### src/rtl/morph_pkg.sv
// ============================================================================
// Module      : morph_pkg
// Description : Shared constants, state encoding and address helper for the
//               morphological opening sequencer.
// Revision    : 1.0 - initial release
// ============================================================================
`default_nettype none

package morph_pkg;

   localparam int DEF_IMG_W = 160;
   localparam int DEF_IMG_H = 120;

   localparam logic [1:0] ST_IDLE   = 2'd0;
   localparam logic [1:0] ST_SCAN   = 2'd1;
   localparam logic [1:0] ST_DRAIN  = 2'd2;
   localparam logic [1:0] ST_SWITCH = 2'd3;

   // Packed window layout: row-major, p00 (top-left) in the top nibble
   localparam int P00_MSB = 35;
   localparam int P00_LSB = 32;
   localparam int P01_MSB = 31;
   localparam int P01_LSB = 28;
   localparam int P02_MSB = 27;
   localparam int P02_LSB = 24;
   localparam int P10_MSB = 23;
   localparam int P10_LSB = 20;
   localparam int P11_MSB = 19;
   localparam int P11_LSB = 16;
   localparam int P12_MSB = 15;
   localparam int P12_LSB = 12;
   localparam int P20_MSB = 11;
   localparam int P20_LSB = 8;
   localparam int P21_MSB = 7;
   localparam int P21_LSB = 4;
   localparam int P22_MSB = 3;
   localparam int P22_LSB = 0;

   function automatic int addr_of(input int x, input int y, input int w);
      return y * w + x;
   endfunction

endpackage

`default_nettype wire

### src/rtl/morph_window_gen.sv
// ============================================================================
// Module      : morph_window_gen
// Description : Two line buffers and a 3x3 register window with zero padding
//               applied by qualification of the incoming column.
// Revision    : 1.0 - initial release
// ============================================================================
`default_nettype none

module morph_window_gen
   import morph_pkg::*;
#(
   parameter int IMG_W = DEF_IMG_W
) (
   input  logic        clk,
   input  logic        rst_n,
   input  logic        clr,
   input  logic        shift,
   input  logic [3:0]  pixel,
   input  logic        row_start,
   input  logic [1:0]  top_valid,
   output logic [35:0] win
);

   localparam int CW = $clog2(IMG_W + 1);
   localparam int IW = (IMG_W > 1) ? $clog2(IMG_W) : 1;
   localparam logic [CW-1:0] C_COLS = CW'(IMG_W);

   logic [3:0]    r_lb_top [IMG_W];
   logic [3:0]    r_lb_mid [IMG_W];
   logic [3:0]    r_p [3][3];
   logic [CW-1:0] r_col;

   logic [CW-1:0] w_col;
   logic          w_in;
   logic [IW-1:0] w_idx;
   logic [3:0]    w_top;
   logic [3:0]    w_mid;

   assign w_col = row_start ? '0 : r_col;
   assign w_in  = (w_col < C_COLS);
   assign w_idx = w_col[IW-1:0];
   // top_valid[1]: row y-2 exists, top_valid[0]: row y-1 exists
   assign w_top = (w_in && top_valid[1]) ? r_lb_top[w_idx] : 4'd0;
   assign w_mid = (w_in && top_valid[0]) ? r_lb_mid[w_idx] : 4'd0;

   always_ff @(posedge clk) begin
      if (shift && w_in) begin
         r_lb_top[w_idx] <= r_lb_mid[w_idx];
         r_lb_mid[w_idx] <= pixel;
      end
   end

   always_ff @(posedge clk or negedge rst_n) begin
      if (!rst_n) begin
         r_col <= '0;
         for (int r = 0; r < 3; r++)
            for (int c = 0; c < 3; c++)
               r_p[r][c] <= 4'd0;
      end else if (clr) begin
         r_col <= '0;
         for (int r = 0; r < 3; r++)
            for (int c = 0; c < 3; c++)
               r_p[r][c] <= 4'd0;
      end else if (shift) begin
         r_col <= w_col + CW'(1);
         // A new row starts with the two older columns forced to the left pad
         for (int r = 0; r < 3; r++) begin
            r_p[r][0] <= row_start ? 4'd0 : r_p[r][1];
            r_p[r][1] <= row_start ? 4'd0 : r_p[r][2];
         end
         r_p[0][2] <= w_top;
         r_p[1][2] <= w_mid;
         r_p[2][2] <= pixel;
      end
   end

   assign win[P00_MSB:P00_LSB] = r_p[0][0];
   assign win[P01_MSB:P01_LSB] = r_p[0][1];
   assign win[P02_MSB:P02_LSB] = r_p[0][2];
   assign win[P10_MSB:P10_LSB] = r_p[1][0];
   assign win[P11_MSB:P11_LSB] = r_p[1][1];
   assign win[P12_MSB:P12_LSB] = r_p[1][2];
   assign win[P20_MSB:P20_LSB] = r_p[2][0];
   assign win[P21_MSB:P21_LSB] = r_p[2][1];
   assign win[P22_MSB:P22_LSB] = r_p[2][2];

endmodule

`default_nettype wire

### src/rtl/morph_opening_sequencer.sv
// ============================================================================
// Module      : morph_opening_sequencer
// Description : Erosion/dilation pass sequencer over a two-bank pixel SRAM.
//               Optional MORPH_PIXCOUNT_EN adds the skin_count output.
// Revision    : 1.0 - initial release
// ============================================================================
`default_nettype none

module morph_opening_sequencer
   import morph_pkg::*;
#(
   parameter int IMG_W  = DEF_IMG_W,
   parameter int IMG_H  = DEF_IMG_H,
   parameter int ADDR_W = 15
) (
   input  logic              clk,
   input  logic              rst_n,
   input  logic              start,
   input  logic              cfg_erode,
   input  logic              cfg_dilate,
   output logic              busy,
   output logic              done,
   output logic              result_bank,
   output logic              rd_en,
   output logic              rd_bank,
   output logic [ADDR_W-1:0] rd_addr,
   input  logic [3:0]        rd_data,
   output logic              wr_en,
   output logic              wr_bank,
   output logic [ADDR_W-1:0] wr_addr,
   output logic [3:0]        wr_data,
   output logic              erosion_enable,
   output logic              dilation_enable,
   output logic [35:0]       win,
   input  logic [3:0]        filt_pixel
`ifdef MORPH_PIXCOUNT_EN
  ,output logic [$clog2(IMG_W*IMG_H+1)-1:0] skin_count
`endif
);

   localparam int XW = $clog2(IMG_W + 1);
   localparam int YW = $clog2(IMG_H + 1);
   localparam logic [XW-1:0] C_X_LAST = XW'(IMG_W);
   localparam logic [YW-1:0] C_Y_LAST = YW'(IMG_H);

   logic [1:0]        r_state;
   logic [XW-1:0]     r_x;
   logic [YW-1:0]     r_y;
   logic              r_drain;
   logic              r_bank;
   logic              r_dilate;
   logic              r_two_pass;
   logic              r_done;
   logic              r_result_bank;
   logic              r_s1_valid;
   logic              r_s1_rd;
   logic [XW-1:0]     r_s1_x;
   logic [YW-1:0]     r_s1_y;
   logic              r_s2_wr;
   logic [ADDR_W-1:0] r_s2_addr;

   logic              w_active;
   logic              w_rd;
   logic              w_idle;
   logic [3:0]        w_pixel;
   logic [1:0]        w_top_valid;

   assign w_idle   = (r_state == ST_IDLE);
   assign w_active = (r_state == ST_SCAN) || (r_state == ST_DRAIN);
   assign w_rd     = (r_state == ST_SCAN) && (r_x < C_X_LAST) && (r_y < C_Y_LAST);

   assign busy            = !w_idle;
   assign done            = r_done;
   assign result_bank     = r_result_bank;
   assign rd_en           = w_rd;
   assign rd_bank         = w_idle ? 1'b0 : r_bank;
   assign rd_addr         = w_rd ? ADDR_W'(addr_of(int'(r_x), int'(r_y), IMG_W)) : '0;
   assign wr_en           = r_s2_wr;
   assign wr_bank         = w_idle ? 1'b0 : !r_bank;
   assign wr_addr         = r_s2_wr ? r_s2_addr : '0;
   assign wr_data         = filt_pixel;
   assign erosion_enable  = w_active && !r_dilate;
   assign dilation_enable = w_active && r_dilate;

   always_ff @(posedge clk or negedge rst_n) begin
      if (!rst_n) begin
         r_state       <= ST_IDLE;
         r_x           <= '0;
         r_y           <= '0;
         r_drain       <= 1'b0;
         r_bank        <= 1'b0;
         r_dilate      <= 1'b0;
         r_two_pass    <= 1'b0;
         r_done        <= 1'b0;
         r_result_bank <= 1'b0;
      end else begin
         r_done <= 1'b0;
         case (r_state)
            ST_IDLE: begin
               if (start) begin
                  if (cfg_erode || cfg_dilate) begin
                     r_state    <= ST_SCAN;
                     r_x        <= '0;
                     r_y        <= '0;
                     r_bank     <= 1'b0;
                     r_dilate   <= !cfg_erode;
                     r_two_pass <= cfg_erode && cfg_dilate;
                  end else begin
                     r_done        <= 1'b1;
                     r_result_bank <= 1'b0;
                  end
               end
            end
            ST_SCAN: begin
               if (r_x == C_X_LAST) begin
                  r_x <= '0;
                  if (r_y == C_Y_LAST) begin
                     r_state <= ST_DRAIN;
                     r_drain <= 1'b0;
                  end else begin
                     r_y <= r_y + YW'(1);
                  end
               end else begin
                  r_x <= r_x + XW'(1);
               end
            end
            ST_DRAIN: begin
               if (r_drain) begin
                  if (r_two_pass) begin
                     r_state <= ST_SWITCH;
                  end else begin
                     r_state       <= ST_IDLE;
                     r_done        <= 1'b1;
                     r_result_bank <= !r_bank;
                  end
               end else begin
                  r_drain <= 1'b1;
               end
            end
            default: begin
               r_state    <= ST_SCAN;
               r_bank     <= 1'b1;
               r_dilate   <= 1'b1;
               r_two_pass <= 1'b0;
               r_x        <= '0;
               r_y        <= '0;
            end
         endcase
      end
   end

   // Stage 1 tracks the read slot; stage 2 marks the cycle the window is valid
   always_ff @(posedge clk or negedge rst_n) begin
      if (!rst_n) begin
         r_s1_valid <= 1'b0;
         r_s1_rd    <= 1'b0;
         r_s1_x     <= '0;
         r_s1_y     <= '0;
         r_s2_wr    <= 1'b0;
         r_s2_addr  <= '0;
      end else begin
         r_s1_valid <= (r_state == ST_SCAN);
         r_s1_rd    <= w_rd;
         r_s1_x     <= r_x;
         r_s1_y     <= r_y;
         r_s2_wr    <= r_s1_valid && (r_s1_x != '0) && (r_s1_y != '0);
         r_s2_addr  <= ADDR_W'(addr_of(int'(r_s1_x) - 1, int'(r_s1_y) - 1, IMG_W));
      end
   end

   assign w_pixel     = r_s1_rd ? rd_data : 4'd0;
   assign w_top_valid = {(r_s1_y > YW'(1)), (r_s1_y != '0)};

   morph_window_gen #(
      .IMG_W(IMG_W)
   ) u_window_gen (
      .clk       (clk),
      .rst_n     (rst_n),
      .clr       (r_state == ST_SWITCH),
      .shift     (r_s1_valid),
      .pixel     (w_pixel),
      .row_start (r_s1_x == '0),
      .top_valid (w_top_valid),
      .win       (win)
   );

`ifdef MORPH_PIXCOUNT_EN
   localparam int SCW = $clog2(IMG_W * IMG_H + 1);
   logic           r_final_pass;
   logic [SCW-1:0] r_skin_count;

   always_ff @(posedge clk or negedge rst_n) begin
      if (!rst_n) begin
         r_final_pass <= 1'b0;
         r_skin_count <= '0;
      end else if (w_idle && start) begin
         r_final_pass <= !(cfg_erode && cfg_dilate);
         r_skin_count <= '0;
      end else begin
         if (r_state == ST_SWITCH)
            r_final_pass <= 1'b1;
         if (r_s2_wr && r_final_pass && (wr_data != 4'd0))
            r_skin_count <= r_skin_count + SCW'(1);
      end
   end

   assign skin_count = r_skin_count;
`endif

endmodule

`default_nettype wire

### config.mk
export PLATFORM = sky130hd
export DESIGN_NAME = morph_opening_sequencer
export DESIGN_NICKNAME = d
export VERILOG_FILES = /design/src/rtl/morph_pkg.sv /design/src/rtl/morph_window_gen.sv /design/src/rtl/morph_opening_sequencer.sv
export SDC_FILE = /design/constraint.sdc
export NUM_CORES = 2
export LEC_CHECK = 0
export BUFFER_PORTS_ARGS = -buffer_cell sky130_fd_sc_hd__buf_4
export CAP_MARGIN = 20
export CORE_MARGIN = 2
export CORE_UTILIZATION = 50
export CTS_CLUSTER_SIZE = 8
export DETAILED_ROUTE_END_ITERATION = 16
export HOLD_SLACK_MARGIN = 0.02
export PLACE_DENSITY = 0.66
export SLEW_MARGIN = 20
export SYNTH_ARGS = -nofsm -noshare
export SYNTH_HDL_FRONTEND = slang
export SYNTH_SLANG_ARGS = --single-unit
### constraint.sdc
create_clock -name clk -period 30.8 [get_ports clk]
set_clock_uncertainty 0.15 [all_clocks]
set_input_delay 6.16 -clock clk [delete_from_list [all_inputs] [get_ports clk]]
set_output_delay 6.16 -clock clk [all_outputs]
set_load 0.01 [all_outputs]
==> qor.yml <==
clock_network:
  h-tree-depth: 4
  post-cts-setup-buffers: 0
  clk_path_buf_depth: 3
  root_buffer: "clkbuf_16"
  ctsHoldBuffers: 0
  cts_resized: 0
  cts_tree: "done"
  clock_latency_ps: 810
  numClockSinks: 1380
  clk_pin_slew_worst_paths_ps: 50
  numCtsBuffers: 190
timing:
  slew_violations: 0
  slew-limit-headroom: 0.131
  timing.setup.tns_ps: 0
  grt_setup_unrepaired: "false"
  timing.fmax_mhz: 80.2
  final_hold_viol_count: 0
  worstMarginPinSlew_ps: 1300
  finalSetupViolCount: 0
  timing.hold.ws_ps: 275
  fin_crit_sh: 0.405
  period_minus_slack_ps: 12470
grt:
  grt_pass1_vias: 35700
  antenna_found_initial: 10
  grt_max_degree: 120
  grt.overflow.total: 0
  grt_pass1_wl_um: 265000
  grt.total_usage: 0.321
synthesis:
  ys_warn_count: 0
  synthDistinctLibCells: 88
  synth_nets: 3850
  syn_area_um2: 56800
  synth_top_area_share: 0.677
  yosysMostFrequentCell: "edfxtp_1"
  ys_top_cells_by_count: "edfxtp_1 (1280), nor2_1 (307), a21oi_1 (204), nand2_1 (204), mux2i_1 (158)"
  synth_edf_count: 1280
  yosys_register_bits: 1380
  synth_flop_cell: "edfxtp_1"
  synth_seq_area_share: 0.721
  syn_inst: 3782
  synth_area_leaders: "edfxtp_1 (68%), dfrtp_1 (4.4%), mux2i_1 (2.8%)"
  avgSynthCellArea_um2: 15.0
  ys_async_sr_fraction: 0.0725
  yosys.area.top_type: "edfxtp_1"
pwr:
  seqPwrFrac: 0.516
  power_density_nw_per_um2: 61.2
  power_frac_comb: 0.006
  p_sw_uw: 782
  p_int_mw: 3.17
  p_leak_nw: 21.0
  power.share.clock: 0.479
  swShare: 0.198
  ir_worst_vdd_v: 0.0000595
setup_path:
  arrival_ps: 6160
  cp_max_fo: 1
  start_kind: "input port"
  worstPathRequired_ps: 24490
  crit_type: "in -> out"
  cp-end-kind: "output port"
layout:
  drive_above_1_share: 0.154
  fin_area_um2: 64600
  area_growth_pct: 13.8
  final_core_util: 0.574
  finish.net_count: 3995
routing:
  wirelength_um: 189000
  ant_nets: 0
  route.detailed.drc: 0
  routed_via_density: 6.88
  dr.pass1.iters: 6
  vias: 37800
  wl_per_cell_um: 34.3
  drt_iter0_markers: 6206
die:
  core-area_um2: 112000
  io_pins: 92
  dieHeight_um: 341
  dieArea_um2: 116000
  dieWidth_um: 341
  start_util: 0.504
  num_rows: 123
min_path:
  hp-class: "reg -> reg"
placement:
  hpwl_um: 113000
  place.gp.congestion: 0.943
  place_area_um2: 59300
  io_buffers: 83
run:
  maxCapViolations: 0
outcome:
  outcome: "completed"
## registers in the layout (all words and copies together) (netlist names)
register,cells
u_window_gen.r_lb_mid,640
u_window_gen.r_lb_top,640
u_window_gen.win,36
r_s2_addr,15
r_s1_x,8
r_x,8
u_window_gen.r_col,8
r_s1_y,7
r_y,7
r_state,2
done,1
r_bank,1
r_dilate,1
r_drain,1
r_s1_rd,1
r_s1_valid,1
r_two_pass,1
result_bank,1
wr_en,1
## worst paths after layout
path	endpoint	start	cells after the start	slack [ps]
worst max-delay path	wr_data[0]	filt_pixel[0]	0	18330
worst max register to register	u_window_gen.r_lb_top[57][3]	r_s1_x[0]	16	23870
max in group asynchronous	u_window_gen.r_col[1]	rst_n	2	23990
worst min register to register	r_s1_x[1]	r_x[1]	0	270
worst min-delay path	r_s1_x[1]	r_x[1]	0	270
min in group asynchronous	u_window_gen.win[0]	rst_n	1	5180
## per-stage QoR
stage               power, mW  instances  setup WS, ps
floorplan                2.08       3782         18210
global placement         2.10       5233         18330
detailed placement       2.10       5234         18330
CTS                      3.96       5490         18330
global route             4.04       5492         18330
finish                   3.95       5495         18330
## routing by layer
layer	global-route usage	share of wire	vias up
met5	0	0.00031	-
met4	0.174	0.062	8
met3	0.112	0.14	690
met2	0.461	0.43	3056
met1	0.431	0.36	18900
li1	-	-	15100
## power groups by stage
stage               clock network, mW  registers (mW)  logic (mW)
CTS                              1.89            2.04      0.0219
floorplan                           0            2.08     0.00791
global placement                    0            2.07      0.0211
global route                     1.97            2.04      0.0238
detailed placement                  0            2.07      0.0220
finish                           1.89            2.04      0.0222
## worst register-to-register path: cells and delay by family (launching register included)
kind            cells  cell delay, ps
flops               1             380
fa+ha+maj           1             240
simple gates        5            2240
buf+inv             7            3170
compound gates      3             330
## kinds of logic (layout without fill, tap and decap cells)
family          count (synthesis)  count (layout)  synth area share
flops                        1380            1380             0.721
compound gates                898             898             0.109
simple gates                  831             831            0.0677
buf+inv                       296             505            0.0224
mux                           286             286            0.0612
fa+ha+maj                      55              55            0.0127
xor+xnor                       36              36           0.00556
other cells                     0               4                 0
## placed cells by master (no fill, tap or decap), types with 8 or more instances in the layout
cell type,instances
edfxtp_1,1280
nor2_1,305
nand2_1,201
a21oi_1,197
clkbuf_16,195
buf_4,193
mux2i_1,158
o21ai_0,115
o22ai_1,99
dfrtp_1,96
mux2_2,88
nand3_1,73
a211oi_1,52
a221oi_1,51
ha_1,51
clkbuf_1,51
o221ai_1,49
inv_1,44
nor3_1,40
mux4_2,40
nand2b_1,38
a31oi_1,37
nor2b_1,34
and2_1,30
a22oi_1,30
and3_1,29
nand4_1,24
o211ai_1,24
xnor2_1,21
o22a_1,19
a21o_1,18
a32oi_1,17
a311oi_1,16
xor2_1,15
o31ai_1,15
a2bb2oi_1,12
a22o_1,9
or2_2,8
## layout make-up
cell class	count	area, um2
clock inverters	10	160
fillers	8617	47900
inverters	49	189
diodes	4	10.0
repair buffers	200	1570
flip-flops and latches	1380	40900
well taps	1500	1880
clock buffers	246	5070
multi-input cells	2106	14800
No activity file was read; power rests on OpenSTA's default activity.
